File: src/rtl/vga_hex_scanner.sv
// vga_hex_scanner: 640x480@60 raster timing, hex slot selection for the
// seven-segment renderer, and a registered RGB332 pixel stage with aligned syncs.
module vga_hex_scanner #(
  parameter int unsigned H_VISIBLE = 640,
  parameter int unsigned H_FRONT   = 16,
  parameter int unsigned H_SYNC    = 96,
  parameter int unsigned H_BACK    = 48,
  parameter int unsigned V_VISIBLE = 480,
  parameter int unsigned V_FRONT   = 10,
  parameter int unsigned V_SYNC    = 2,
  parameter int unsigned V_BACK    = 33,
  parameter int unsigned DIGITS    = 4,
  parameter int unsigned ORIGIN_X  = 100,
  parameter int unsigned ORIGIN_Y  = 100,
  parameter int unsigned PITCH     = 80,
  parameter logic [7:0]  FG        = 8'hFF,
  parameter logic [7:0]  BG        = 8'h00
) (
  input  logic                  clk,
  input  logic                  rst,
  input  logic [4*DIGITS-1:0]   value_in,
  input  logic                  value_valid,
  output logic [10:0]           x,
  output logic [10:0]           y,
  output logic [10:0]           cx,
  output logic [10:0]           cy,
  output logic [3:0]            digit,
  input  logic                  hit,
  output logic [7:0]            rgb,
  output logic                  hsync,
  output logic                  vsync,
  output logic                  frame_start
);

  localparam int unsigned CW        = 11;
  localparam int unsigned IDX_W     = 3;
  localparam int unsigned WORD_W    = 4 * DIGITS;
  localparam int unsigned H_TOTAL   = H_VISIBLE + H_FRONT + H_SYNC + H_BACK;
  localparam int unsigned V_TOTAL   = V_VISIBLE + V_FRONT + V_SYNC + V_BACK;
  localparam int unsigned HS_START  = H_VISIBLE + H_FRONT;
  localparam int unsigned HS_END    = HS_START + H_SYNC;
  localparam int unsigned VS_START  = V_VISIBLE + V_FRONT;
  localparam int unsigned VS_END    = VS_START + V_SYNC;
  localparam int unsigned WIN_START = ORIGIN_X - PITCH / 2;

  localparam logic [CW-1:0]    H_LAST     = CW'(H_TOTAL - 1);
  localparam logic [CW-1:0]    V_LAST     = CW'(V_TOTAL - 1);
  localparam logic [CW-1:0]    WIN_C      = CW'(WIN_START);
  localparam logic [CW-1:0]    PITCH_C    = CW'(PITCH);
  localparam logic [CW-1:0]    PITCH_LAST = CW'(PITCH - 1);
  localparam logic [CW-1:0]    ORIGIN_X_C = CW'(ORIGIN_X);
  localparam logic [IDX_W-1:0] IDX_LAST   = IDX_W'(DIGITS - 1);

  logic [CW-1:0]     h_cnt, v_cnt, h_next;
  logic              h_wrap, frame_end, visible;
  logic [WORD_W-1:0] shadow, shadow_next;
  logic              slot_active, slot_active_n;
  logic [IDX_W-1:0]  slot_idx, slot_idx_n;
  logic [CW-1:0]     slot_pos, slot_pos_n;
  logic [CW-1:0]     cx_n;
  logic [3:0]        digit_n;

  // Slot k shows nibble DIGITS-1-k, so slot 0 is the most significant digit.
  function automatic logic [3:0] nib(input logic [WORD_W-1:0] w, input logic [IDX_W-1:0] k);
    logic [3:0] r;
    r = 4'h0;
    for (int i = 0; i < int'(DIGITS); i++)
      if (IDX_W'(i) == k) r = w[4*(int'(DIGITS)-1-i) +: 4];
    return r;
  endfunction

  assign h_wrap      = (h_cnt == H_LAST);
  assign h_next      = h_wrap ? '0 : h_cnt + CW'(1);
  assign frame_end   = h_wrap && (v_cnt == V_LAST);
  assign shadow_next = (frame_end && value_valid) ? value_in : shadow;
  assign visible     = (h_cnt < CW'(H_VISIBLE)) && (v_cnt < CW'(V_VISIBLE));

  assign x  = h_cnt;
  assign y  = v_cnt;
  assign cy = CW'(ORIGIN_Y);

  // Raster counters: column wraps at H_TOTAL, row steps on column wrap.
  always_ff @(posedge clk or posedge rst) begin
    if (rst) begin
      h_cnt <= '0;
      v_cnt <= '0;
    end else begin
      h_cnt <= h_next;
      if (h_wrap) v_cnt <= (v_cnt == V_LAST) ? '0 : v_cnt + CW'(1);
    end
  end

  // Displayed word is captured only at the last pixel of a frame.
  always_ff @(posedge clk or posedge rst) begin
    if (rst) shadow <= '0;
    else     shadow <= shadow_next;
  end

  // Next slot state from the next column, so slot outputs line up with x.
  always_comb begin
    slot_active_n = slot_active;
    slot_idx_n    = slot_idx;
    slot_pos_n    = slot_pos;
    cx_n          = cx;
    digit_n       = digit;
    if (h_next == WIN_C) begin
      slot_active_n = 1'b1;
      slot_idx_n    = '0;
      slot_pos_n    = '0;
      cx_n          = ORIGIN_X_C;
      digit_n       = nib(shadow_next, '0);
    end else if (h_wrap) begin
      slot_active_n = 1'b0;
    end else if (slot_active) begin
      if (slot_pos == PITCH_LAST) begin
        slot_pos_n = '0;
        if (slot_idx == IDX_LAST) begin
          slot_active_n = 1'b0;
        end else begin
          slot_idx_n = slot_idx + IDX_W'(1);
          cx_n       = cx + PITCH_C;
          digit_n    = nib(shadow_next, slot_idx + IDX_W'(1));
        end
      end else begin
        slot_pos_n = slot_pos + CW'(1);
      end
    end
  end

  // Slot tracking registers; a window starting at column 0 is active out of reset.
  always_ff @(posedge clk or posedge rst) begin
    if (rst) begin
      slot_active <= (WIN_START == 0);
      slot_idx    <= '0;
      slot_pos    <= '0;
      cx          <= ORIGIN_X_C;
      digit       <= 4'h0;
    end else begin
      slot_active <= slot_active_n;
      slot_idx    <= slot_idx_n;
      slot_pos    <= slot_pos_n;
      cx          <= cx_n;
      digit       <= digit_n;
    end
  end

  // Pixel stage: colour and syncs one cycle behind the counters.
  always_ff @(posedge clk or posedge rst) begin
    if (rst) begin
      rgb         <= 8'h00;
      hsync       <= 1'b1;
      vsync       <= 1'b1;
      frame_start <= 1'b0;
    end else begin
      rgb         <= visible ? ((slot_active && hit) ? FG : BG) : 8'h00;
      hsync       <= !((h_cnt >= CW'(HS_START)) && (h_cnt < CW'(HS_END)));
      vsync       <= !((v_cnt >= CW'(VS_START)) && (v_cnt < CW'(VS_END)));
      frame_start <= (h_cnt == '0) && (v_cnt == '0);
    end
  end

endmodule

File: config.mk
export PLATFORM = sky130hd
export DESIGN_NAME = vga_hex_scanner
export DESIGN_NICKNAME = d
export VERILOG_FILES = /design/src/rtl/vga_hex_scanner.sv
export SDC_FILE = /design/constraint.sdc
export NUM_CORES = 1
export LEC_CHECK = 0
export CAP_MARGIN = 25
export CORE_ASPECT_RATIO = 0.9
export CORE_MARGIN = 4
export CORE_UTILIZATION = 47
export DETAILED_ROUTE_END_ITERATION = 16
export PLACE_DENSITY_LB_ADDON = 0.1
export SETUP_SLACK_MARGIN = 0.5
export SYNTH_ARGS = -nofsm -noshare
export SYNTH_HDL_FRONTEND = slang
export SYNTH_SLANG_ARGS = --single-unit
File: constraint.sdc
create_clock -name clk -period 2.4 [get_ports clk]
set_input_delay 0.6 -clock clk [delete_from_list [all_inputs] [get_ports clk]]
set_output_delay 0.6 -clock clk [all_outputs]
set_load 0.05 [all_outputs]
; Word-level counts from Yosys, hierarchy flattened
; Cells that the tools add are included.
[word_totals]
out_inout_bits = 59
mem_count = 0
wordCells = 82
in_bits = 20
latch_bits = 0
rom_bits = 0
register_bits = 79
mem_bits_rw = 0
[op_classes]
n_addsub = 5
order_cmp = 6
n_mul = 0
n_reduce_logical = 16
eq_ne = 10
div = 0
muxes = 33
n_bitwise = 0
shifts = 0
[op_table]
columns = operator, count
row1 = $mux W11, 11
row2 = $mux W4, 9
row3 = $add A11 B1 Y11 const B, 3
row4 = $eq A11 B10 Y1 const B, 2
row5 = $logic_not A11 Y1, 2
row6 = $lt A11 B10 Y1 const B, 2
row7 = $lt A11 B9 Y1 const B, 2
row8 = $mux W16, 1
row9 = $mux W8, 2
row10 = $mux W3, 5
row11 = $add A11 B7 Y11 const B, 1
row12 = $eq A11 B6 Y1 const B, 1
row13 = $eq A11 B7 Y1 const B, 1
row14 = $ge A11 B10 Y1 const B, 1
row15 = $ge A11 B9 Y1 const B, 1
row16 = $logic_and A1 B1 Y1, 7
row17 = $eq A2 B3 Y1 const A, 2
row18 = $mux W1, 5
row19 = $reduce_and A4 Y1, 1
row20 = $reduce_bool A2 Y1, 2
row21 = $add A3 B1 Y3 const B, 1
row22 = $eq A1 B3 Y1 const A, 1
row23 = $eq A3 B2 Y1 const B, 1
row24 = $logic_not A3 Y1, 1
row25 = 4 further kinds, 5

; Logic depth before layout (Yosys ltp)
[depth]
word_depth = 13
mapped_depth = 9
ltp_nobuf = 7

; Worst setup path after synthesis
; Ideal clock, no wire load.
[synth_path]
path_type = reg-to-reg
from = register h_cnt[0] (netlist: x[0])
to = register cx[4]
path_buffers = 2
stages_incl_launch_ff = 9
period_less_slack_ns = 2.553
slack_ns = -0.153
t_arrival_ns = 2.421
setup_ns = 0.132
t_required_ns = 2.268
path_cell_list = dfrtp_1 > ha_1 > nand3_1 > or4_1 > nand3_1 > and2_1 > buf_4 > clkbuf_1 > nor2_1
[synth_between]
elab_chain_cells = 5
word_cells_on_any_way = 10
classes_between = add/sub: 1 / eq/ne: 4 / mux: 2 / reduce/logical: 3
[synth_lines]
columns = element, line_no
row1 = from (decl), 54  ; logic [CW-1:0] h_cnt, v_cnt, h_next;
row2 = from (signal assigned), 88  ; h_cnt <= h_next;
row3 = $add A11 B1 Y11 or $eq A11 B10 Y1 (tied branches), "73, 72"
row4 = $mux W11, 73  ; assign h_next = h_wrap ? '0 : h_cnt + CW'(1);
row5 = $eq A11 B6 Y1, 106  ; if (h_next == WIN_C) begin
row6 = "$ne A2 B2 Y1 (no line), or another cell as far along", --
row7 = $reduce_and A4 Y1 (no line), --
row8 = to (signal assigned), 142  ; cx <= cx_n;
row9 = to (decl), 25  ; output logic [10:0] cx,
; Several ways; a longest one is shown, not always the timed one.
; A chain may end at the register's enable or synchronous reset.

; Final worst setup path
[layout_path]
from = register slot_pos[9]
to = register cx[10]
[layout_between]
elab_chain_cells = 3
[layout_lines]
columns = element, line_no
row1 = from (decl), 59  ; logic [CW-1:0] slot_pos, slot_pos_n;
row2 = from (signal assigned), 141  ; slot_pos <= slot_pos_n;
row3 = $eq A11 B7 Y1, 115  ; if (slot_pos == PITCH_LAST) begin
row4 = $reduce_bool A2 Y1 (no line), --
row5 = $reduce_and A4 Y1 (no line), --
; No other way between the ends.

==> key figures <==
Floorplan
  – Num ports: 79
  – Initial core utilization: 48.3%
  – Die width: 104 um
  – Vert. Die Dim: 94.4 um
  – # rows: 31
  – Total die area: 0.00981 mm2
  – CORE AREA: 0.00807 mm2

Hold path
  – Hold depth: 2
  – Hold endpoint: shadow[0]$_DFF_PP0_
  – Worst Hold Launch: shadow[0]$_DFF_PP0_
  – Worst min path class: flop to flop

Yosys
  – Sequential fraction of the synthesis area: 44.5%
  – Avg Synthesized Cell Area: 9.10 um2
  – Yosys warns: 0
  – Synth Cell Area: 0.00390 mm2
  – Synth unique cells: 52
  – #FFs+latches synth: 69
  – Area leader, netlist: dfrtp_1
  – Post-synth top area share: 41.1%
  – Number of synthesized flops with an enable pin: 0
  – Async S/R FF share, synth: 100%
  – Top post-synthesis cells by area: dfrtp_1 41%, nand2_1 6.5%, buf_4 4.2%, ha_1 3.9%, o21ai_0 3.9%
  – Syn Inst Count: 428
  – Ys flop type: dfrtp_1

Worst setup path
  – CP max-delay cell: or4_4
  – Type of the worst setup path: flop to flop
  – Startpoint types: flop
  – CP bufs+invs: 0
  – CP Capture Type: flop
  – Worst-path maximum fanout: 4
  – R2R cell count: 5
  – Flop2flop setup slack: 70 ps
  – Reg2reg start: slot_pos[9]$_DFFE_PP0P_
  – Required @ worst endpoint: 2680 ps
  – R2r endpoint: cx[10]$_DFFE_PP0P_
  – Worst Path Arrival: 2610 ps
  – Critical-path cell list: or3_1 > or3_4 > or3_4 > or4_4 > a21oi_2
  – Top cell by count, worst path: or3_4
  – Top delay family on crit path: simple AND/OR/NAND/NOR gates
  – Crit-path max cell delay: 490 ps

STA
  – Relative slew margins: 65.0%
  – Clk_skew: 8.06 ps
  – Final setup fails: 0
  – Fmax: 0.429 GHz
  – Worst Max-Slew Pin Slew: 525 ps
  – Post-layout minimum cycle time: 2330 ps
  – TNS Setup: 0 ps
  – Final Hold Viols: 0
  – Setup ws final: 69.7 ps
  – Unrepaired setup endpoints after global routing: true
  – Final Slew Violations: 0
  – Share of the clock period used by the worst path after layout: 97.1%

Detailed routing
  – Total Wirelength: 11000 um
  – Drt first pass iters: 4
  – WL/cell: 17.1 um
  – Via-to-Cell Ratio: 5.69
  – Initial drt markers: 124
  – DRC violations left: 0
  – Post-route ant nets: 0
  – Via count: 3658

Clocking
  – CTS root buffer: clkbuf_8
  – Num CTS Buffers: 9
  – CTS tree: yes
  – Clk_lat worst skew: 350 ps
  – Hold buffer count at cts: 0
  – H-tree Lvls: 3
  – Maximum root-to-sink buffer count: 2
  – Clock Sinks: 69
  – CTS clk-pin slew, worst paths: 70 ps

Layout
  – Ant diodes: 0
  – Area Overhead vs Synth: 45.6%
  – # nets final: 571
  – Ratio of cells with drive above 1 in the final layout: 36.8%

Global routing
  – Largest net degree at the start of global routing: 27
  – Number of global-route vias before repair: 3466
  – First-pass GRT wire length: 17000 um
  – Total track usage: 21.7%
  – GRT overflow: 0
  – Initial antenna violation count: 0

Outcome
  – Status: completed

Place
  – Buffers on Ports: 64
  – GPL Wtd Cong: 0.879
  – HPWL Detailed: 6990 um
  – Place WS: 33.8 ps

Power
  – Leak: 0.00257 uW
  – Power per cell area: 433 mW/mm2
  – VDD IR-drop max: 0.283 mV

Run
  – Max-Cap Viols: 0
==> cell type report <==
cell class	count	area [um2]
clock buffer	12	145
inverter	14	56.3
timing repair buffer	130	1250
multi-input combinational	315	2260
sequential	69	1750
fill	596	2390
tap	99	124
clock inverter	4	95.1
==> synth_stat cells, types with 4 or more instances <==
cell type and count:
a21oi_1 12, a221oi_1 8, a31oi_1 4, and3_1 7
buf_4 22, clkbuf_1 19, dfrtp_1 64, dfstp_2 5
ha_1 12, inv_1 14, mux2_2 4, nand2_1 67
nand3_1 21, nand4_1 9, nor2_1 23, nor2b_1 9
nor3_1 10, nor4_1 8, o2111ai_1 4, o21ai_0 30
or3_1 6, or4_1 5, xnor2_1 11, xor2_1 11
==> layer usage <==
layer	up-vias	track usage (%)	routed length, um
met5	-	0	0
met4	0	8.53	191
met3	19	5.06	701
met2	135	36.6	5470
met1	1800	27.2	4610
li1	1704	-	-
==> worst min-delay path, cell delays in order, from the launching register on <==
cell     delay [ps]
dfrtp_1         340
nand2_1          50
nand2_1          50
==> power breakdown <==
group	switching (uW)	internal [uW]
clock	455	719
sequential	0	1160
combinational	82.9	37.6
total	538	1920
==> cells by family (layout without fill, tap and decap cells) <==
group	Yosys count	count (layout)	share of synthesized area [%]
xor gates and xnor gates	22	22	4.95
buffers and inverters	56	160	7.71
adders and majority gates	12	12	3.85
DFF	69	69	44.5
and+or+nand+nor	184	184	24.1
muxes	5	5	1.41
AOI/OAI and AO/OA	78	78	13.3
other	2	14	0.193
==> state kept, by name (all words and copies together), names as in the netlist <==
name         cells
digit            4
hsync            1
rgb              1
shadow          16
slot_active      1
slot_pos        11
frame_start      1
y               11
vsync            1
slot_idx         3
cx               8
x               11
==> metrics by stage <==
step / utilization, % / std cells / total power (uW) / instance area [um2] / hold WS, ps
4_1_cts: 66.5 / 623 / 2480 / 5360 / 467
5_1_grt: 70.3 / 643 / 2530 / 5670 / 498
3_5_place_dp: 59.1 / 585 / 1310 / 4760 / 452
2_1_floorplan: - / 440 / 1270 / 4090 / 431
3_3_place_gp: 59.1 / 585 / 1310 / 4760 / 445
6_report: 70.3 / 643 / 2460 / 5670 / 465
==> how the worst max path moves through the flow <==
stage / startpoint / endpoint / slack (ps) / cells past startpoint
floorplan: slot_pos[4]$_DFFE_PP0P_ / cx[10]$_DFFE_PP0P_ / 10 / 6
CTS: slot_pos[4]$_DFFE_PP0P_ / cx[10]$_DFFE_PP0P_ / 80 / 5
detailed placement: slot_pos[4]$_DFFE_PP0P_ / cx[10]$_DFFE_PP0P_ / 30 / 5
finish: slot_pos[9]$_DFFE_PP0P_ / cx[10]$_DFFE_PP0P_ / 70 / 5
global placement: slot_pos[4]$_DFFE_PP0P_ / cx[10]$_DFFE_PP0P_ / 70 / 5
global route: slot_pos[4]$_DFFE_PP0P_ / cx[10]$_DFFE_PP0P_ / 10 / 5
==> what timing repair did <==
item | in CTS | in global routing
setup buffers | 22 | 20
gates resized for setup | 157 | 38
setup endpoints to repair | 85 | 49
pin swaps | 16 | 10
==> cells in the final DEF, fill, tap and decap left out, types with 4 or more instances in the layout <==
| master | Yosys | routed |
|---|---|---|
| mux2_2 | 4 | 4 |
| xor2_1 | 11 | 10 |
| buf_4 | 22 | 51 |
| clkdlybuf4s50_1 | 0 | 19 |
| clkbuf_8 | 0 | 10 |
| a221oi_1 | 8 | 8 |
| or4_4 | 2 | 4 |
| nor3_4 | 0 | 4 |
| nor2_1 | 23 | 17 |
| buf_12 | 0 | 4 |
| clkdlybuf4s15_2 | 0 | 35 |
| dfrtp_2 | 0 | 13 |
| nor2_4 | 0 | 4 |
| a21oi_1 | 12 | 7 |
| nor2b_1 | 9 | 8 |
| ha_1 | 12 | 11 |
| nand2_1 | 67 | 65 |
| nand4_1 | 9 | 9 |
| dlygate4sd2_1 | 0 | 4 |
| o21ai_0 | 30 | 29 |
| xnor2_1 | 11 | 9 |
| a31oi_1 | 4 | 4 |
| nand3_1 | 21 | 17 |
| buf_6 | 1 | 11 |
| nor3_1 | 10 | 5 |
| a21oi_2 | 2 | 6 |
| dfstp_2 | 5 | 5 |
| dfrtp_1 | 64 | 51 |
| conb_1 | 2 | 14 |
| and3_1 | 7 | 5 |
| inv_1 | 14 | 13 |
(Power assumes the default switching activity.)
